`config.mk`:
```
export PLATFORM = sky130hd
export DESIGN_NAME = gray_burst_ctrl
export DESIGN_NICKNAME = d
export VERILOG_FILES = /design/src/rtl/gray_pkg.sv /design/src/rtl/gray_core.sv /design/src/rtl/gray_burst_ctrl.sv
export SDC_FILE = /design/constraint.sdc
export NUM_CORES = 1
export LEC_CHECK = 0
export ABC_AREA = 1
export ABC_CLOCK_PERIOD_IN_PS = 2700
export CORE_ASPECT_RATIO = 0.6
export CORE_UTILIZATION = 25
export DETAILED_ROUTE_END_ITERATION = 8
export SLEW_MARGIN = 30
export SYNTH_ARGS = -nofsm -noshare
export SYNTH_HDL_FRONTEND = slang
export SYNTH_SLANG_ARGS = --single-unit
```
`constraint.sdc`:
```
create_clock -name clk -period 2.7 [get_ports clk]
set_clock_uncertainty 0.1 [all_clocks]
set_input_delay 0.54 -clock clk [delete_from_list [all_inputs] [get_ports clk]]
set_output_delay 0.54 -clock clk [all_outputs]
set_load 0.01 [all_outputs]
```
`src/rtl/gray_pkg.sv`:
```
// Shared types and Gray/binary conversion helpers for the Gray burst controller.
package gray_pkg;

    // Widest Gray code the helpers handle; callers zero-extend narrower
    // values in and size-cast the result back to their own width.
    localparam int GRAY_MAX_W = 32;

    typedef logic [GRAY_MAX_W-1:0] gray_word_t;

    typedef enum logic {
        IDLE = 1'b0,
        RUN  = 1'b1
    } gb_state_t;

    // Binary to reflected Gray: each Gray bit is the XOR of adjacent binary bits.
    function automatic gray_word_t bin2gray(input gray_word_t b);
        return b ^ (b >> 1);
    endfunction

    // Gray to binary: prefix XOR running down from the MSB. Zero-extended
    // upper bits contribute nothing, so one wide routine serves every width.
    function automatic gray_word_t gray2bin(input gray_word_t g);
        gray_word_t b;
        b[GRAY_MAX_W-1] = g[GRAY_MAX_W-1];
        for (int i = GRAY_MAX_W - 2; i >= 0; i--) begin
            b[i] = b[i+1] ^ g[i];
        end
        return b;
    endfunction

endpackage

```
`src/rtl/gray_core.sv`:
```
// Gray-code counter datapath: a binary register stepped up or down by one,
// with its value presented as a Gray code.
module gray_core
    import gray_pkg::*;
#(
    parameter int N = 5
) (
    input  logic         clk,
    input  logic         rst,
    input  logic         load,
    input  logic [N-1:0] load_val,
    input  logic         en,
    input  logic         down,
    output logic [N-1:0] g
);

    logic [N-1:0] bin;

    // Binary counter: load has priority over stepping; wraps modulo 2^N.
    always_ff @(posedge clk) begin
        // NOTE: state registers use non-blocking assignments so every flop
        // samples pre-edge values, independent of block ordering.
        if (rst) begin
            bin <= '0;
        end else if (load) begin
            bin <= load_val;
        end else if (en) begin
            bin <= down ? bin - N'(1) : bin + N'(1);
        end
    end

    assign g = N'(bin2gray(gray_word_t'(bin)));

endmodule

```
`src/rtl/gray_burst_ctrl.sv`:
```
// Command-driven burst sequencer: accepts a (start, length, direction) command,
// then streams that many consecutive Gray codes over a valid/ready interface.
module gray_burst_ctrl
    import gray_pkg::*;
#(
    parameter int N = 5
) (
    input  logic         clk,
    input  logic         rst,
    input  logic         cmd_valid,
    output logic         cmd_ready,
    input  logic [N-1:0] cmd_start,
    input  logic [N-1:0] cmd_len,
    input  logic         cmd_down,
    input  logic         abort,
    output logic         g_valid,
    input  logic         g_ready,
    output logic [N-1:0] g_code,
    output logic         g_last,
    output logic         busy,
    output logic         done
);

    gb_state_t    state;
    logic [N-1:0] remaining;
    logic         down_q;
    logic         done_q;

    logic         accept;
    logic         handshake;
    logic         at_last;
    logic         core_en;
    logic [N-1:0] start_bin;
    logic [N-1:0] core_g;

    // Ready depends only on registered state and reset, never on cmd_valid.
    assign cmd_ready = (state == IDLE) && !rst;
    assign accept    = cmd_valid && cmd_ready;

    assign at_last   = (remaining == '0);
    assign handshake = (state == RUN) && g_ready;

    // Only a non-final handshake advances the counter; the final code stays
    // on g_code after the burst ends.
    assign core_en   = handshake && !at_last;

    assign start_bin = N'(gray2bin(gray_word_t'(cmd_start)));

    gray_core #(
        .N (N)
    ) u_core (
        .clk      (clk),
        .rst      (rst),
        .load     (accept),
        .load_val (start_bin),
        .en       (core_en),
        .down     (down_q),
        .g        (core_g)
    );

    // Burst FSM with remaining-count, latched direction and the done pulse.
    always_ff @(posedge clk) begin
        if (rst) begin
            state     <= IDLE;
            remaining <= '0;
            down_q    <= 1'b0;
            done_q    <= 1'b0;
        end else begin
            // NOTE: done defaults low every cycle so it can only ever be a
            // single-cycle pulse, set by the one branch that ends a burst.
            done_q <= 1'b0;
            case (state)
                IDLE: begin
                    if (accept) begin
                        remaining <= cmd_len;
                        down_q    <= cmd_down;
                        state     <= RUN;
                    end
                end
                RUN: begin
                    if (handshake && at_last) begin
                        // Final code accepted: completes even if abort is high.
                        state  <= IDLE;
                        done_q <= 1'b1;
                    end else begin
                        if (handshake) begin
                            remaining <= remaining - N'(1);
                        end
                        if (abort) begin
                            state <= IDLE;
                        end
                    end
                end
                default: state <= IDLE;
            endcase
        end
    end

    assign g_valid = (state == RUN);
    assign busy    = (state == RUN);
    assign g_last  = (state == RUN) && at_last;
    assign g_code  = core_g;
    assign done    = done_q;

endmodule

```
==> impl_metrics.toml <==
[outcome]
outcome = "finished, final reports clean"

[sta]
max-slew-margin-rel_pct = 77.6
timing.setup.tns_ns = 0
hold_viol = 0
fmax_ghz = 0.421
min_period_ns = 2.38
rsz0062_at_grt = "no"
finalSetupViolCount = 0
finalMaxSlewViolations = 0
worstMarginPinSlew_ns = 0.335
setup_slack_ns = 0.322
fin_crit_sh_pct = 88.1

[yosys]
yosys.area_share.adder_pct = 7.64
synth.cell_area_um2 = 917
yosys_warnings = 0
syn_inst = 126
synthDistinctLibCells = 27
synth_area_per_cell_um2 = 7.28
syn_nets = 147
synth-simple-area-share_pct = 26.5
synth_compound_area_share_pct = 20.5
synth-xor-area-share_pct = 6.68
synth-seq-cells = 13
synth.area.mux_share_pct = 0
synth_top_family_by_area = "simple AND/OR/NAND/NOR gates"
ys_seq_area_share_pct = 28.4

[setup_path]
crit_path_end_kind = "output pin"
slowest_stage = "clkdlybuf4s50_1"
startpoint_type = "register"
crit-reg2reg-launch = "remaining[0]"
r2r_slack_ns = 1.04
crit_path_max_incr_delay_ns = 0.54
required_ns = 2.06
crit_path_start = "remaining[0]"
r2r_end = "remaining[0]"
arrival_ns = 1.74
crit_type = "register to output pin"
path_max_fanout = 4
rr_worst_depth = 10
cp_cell_sequence = "inv_1 > ha_1 > nand2_1 > nor2_2 > nand2_2 > nor2_1 > clkdlybuf4s50_1"
endpoint = "g_last"

[job]
cap_violations = 0

[cells_and_area]
area_growth_pct = 35.9
n_antenna_cell = 0
layout_commonest_cell = "clkdlybuf4s50_1"
fin_cells = 198
drive_gt1_share_pct = 12.4
nets = 175
final_cell_mix = "clkdlybuf4s50_1 (25), nand2_1 (22), nand3_1 (14)"

[floorplan]
core_area_mm2 = 0.00338
die_area_mm2 = 0.00392
die_x_um = 80.2
initial_core_util_pct = 27.1
die_h_um = 48.9
io_pins = 26
rows = 16

[clocking]
postCtsSetupRepairBufs = 0
cts_tree = "done"
postCtsHoldBufs = 0
cts_buffers = 3
cts_max_level = 1
clkLatencyLatePin_ns = 0.24
clkTransAtPathRegs_ns = 0.05
cts.sinks = 13
cts_resized = 0
clockRootBuffer = "clkbuf_8"
clockBufferDepth = 2

[detailed_routing]
firstDrtPassIters = 4
dr.first_iter.drc_count = 23
drt.antenna.violating_nets = 0
vias_per_cell = 4.63
drt-total-wl_um = 2340
vias = 916
avgRoutedWirePerCell_um = 11.8
drcViolationCount = 0

[global_route]
gr-total-overflow = 0
antenna_found_initial = 0
grt.total_usage_pct = 12.7
grt_max_degree = 15
first_global_vias = 837
grt_pass1_wl_um = 3800

[place]
globalplace.congestion = 0.815
dp_hpwl_um = 1880
io_buffers = 25
dp_slack_ns = 0.332
place_inst = 194

[pwr]
powerDensity_mw_per_mm2 = 502
worst_ir_drop_vdd_uv = 203
p_leak_nw = 0.554
finalPower_w = 0.000626

[hold_path]
hp-class = "register to register"
-- cells by family (layout without fill, tap and decap cells) --
logic type      after synthesis  in the layout
compound gates               34             34
xor+xnor                      7              7
fa+ha+maj                     5              5
buf+inv                      19             46
flops                        13             13
simple gates                 48             48
-- through the flow --
step                      hold WS, ns  util [%]  cell area (um^2)
after detailed placement        0.365      35.5              1200
after global routing            0.395      36.8              1250
after global placement          0.350      35.5              1200
after floorplan                 0.333         -               917
final                           0.371      36.8              1250
after CTS                       0.374      36.8              1250
-- power breakdown --
group	internal (W)	switching, W
combinational	0.000106	0.000110
clock	0.000104	0.0000703
sequential	0.000210	0.0000243
-- cells in the mapped netlist (all sizes together) --
cell,number,area (um^2)
a21o,1,7.51
nand2,25,111
o41ai,1,8.76
inv,15,56.3
ha,4,50.1
fa,1,20.0
nand3,17,100
xor2,7,61.3
a21oi,12,63.8
nor3,1,5.00
nor2,4,20.0
buf,3,30.0
o21bai,1,7.51
clkinv,1,8.76
dfxtp,13,260
o21ai,18,93.8
a31oi,1,6.26
or2,1,6.26
-- cell type report --
cell class,instances,area [um^2]
fill,356,2140
multi-input combinational,94,562
sequential,13,260
timing repair buffer,26,258
inverter,16,65.1
tap,45,56.3
clock buffer,4,45.0
-- worst min path at each step --
stage / start / to / slack, ns / cells after the start
after floorplan: remaining[4] / remaining[4] / 0.33 / 2
after global placement: remaining[4] / remaining[4] / 0.35 / 2
after detailed placement: remaining[2] / remaining[2] / 0.37 / 2
after CTS: remaining[2] / remaining[2] / 0.37 / 2
after global routing: remaining[2] / remaining[2] / 0.39 / 2
final: remaining[2] / remaining[2] / 0.37 / 2
-- worst max-delay path, delay by kind of cell, from the launching register on --
| family | cells | cell delay, ns |
|---|---|---|
| flops | 1 | 0.31 |
| buf+inv | 2 | 0.63 |
| fa+ha+maj | 1 | 0.17 |
| simple gates | 4 | 0.38 |
-- state kept, by name, indices dropped and copies added (netlist names) --
register / count
u_core.bin: 5
busy: 1
down_q: 1
done: 1
remaining: 5
-- per-layer routing --
layer / global-route usage, % / wire [um] / vias up
met5: 0 / 0 / -
met4: 4.17 / 28 / 0
met3: 4.49 / 143 / 4
met2: 18.9 / 1060 / 25
met1: 16.9 / 1110 / 409
li1: - / - / 478
Note: power is estimated with default switching activity, not from simulation.
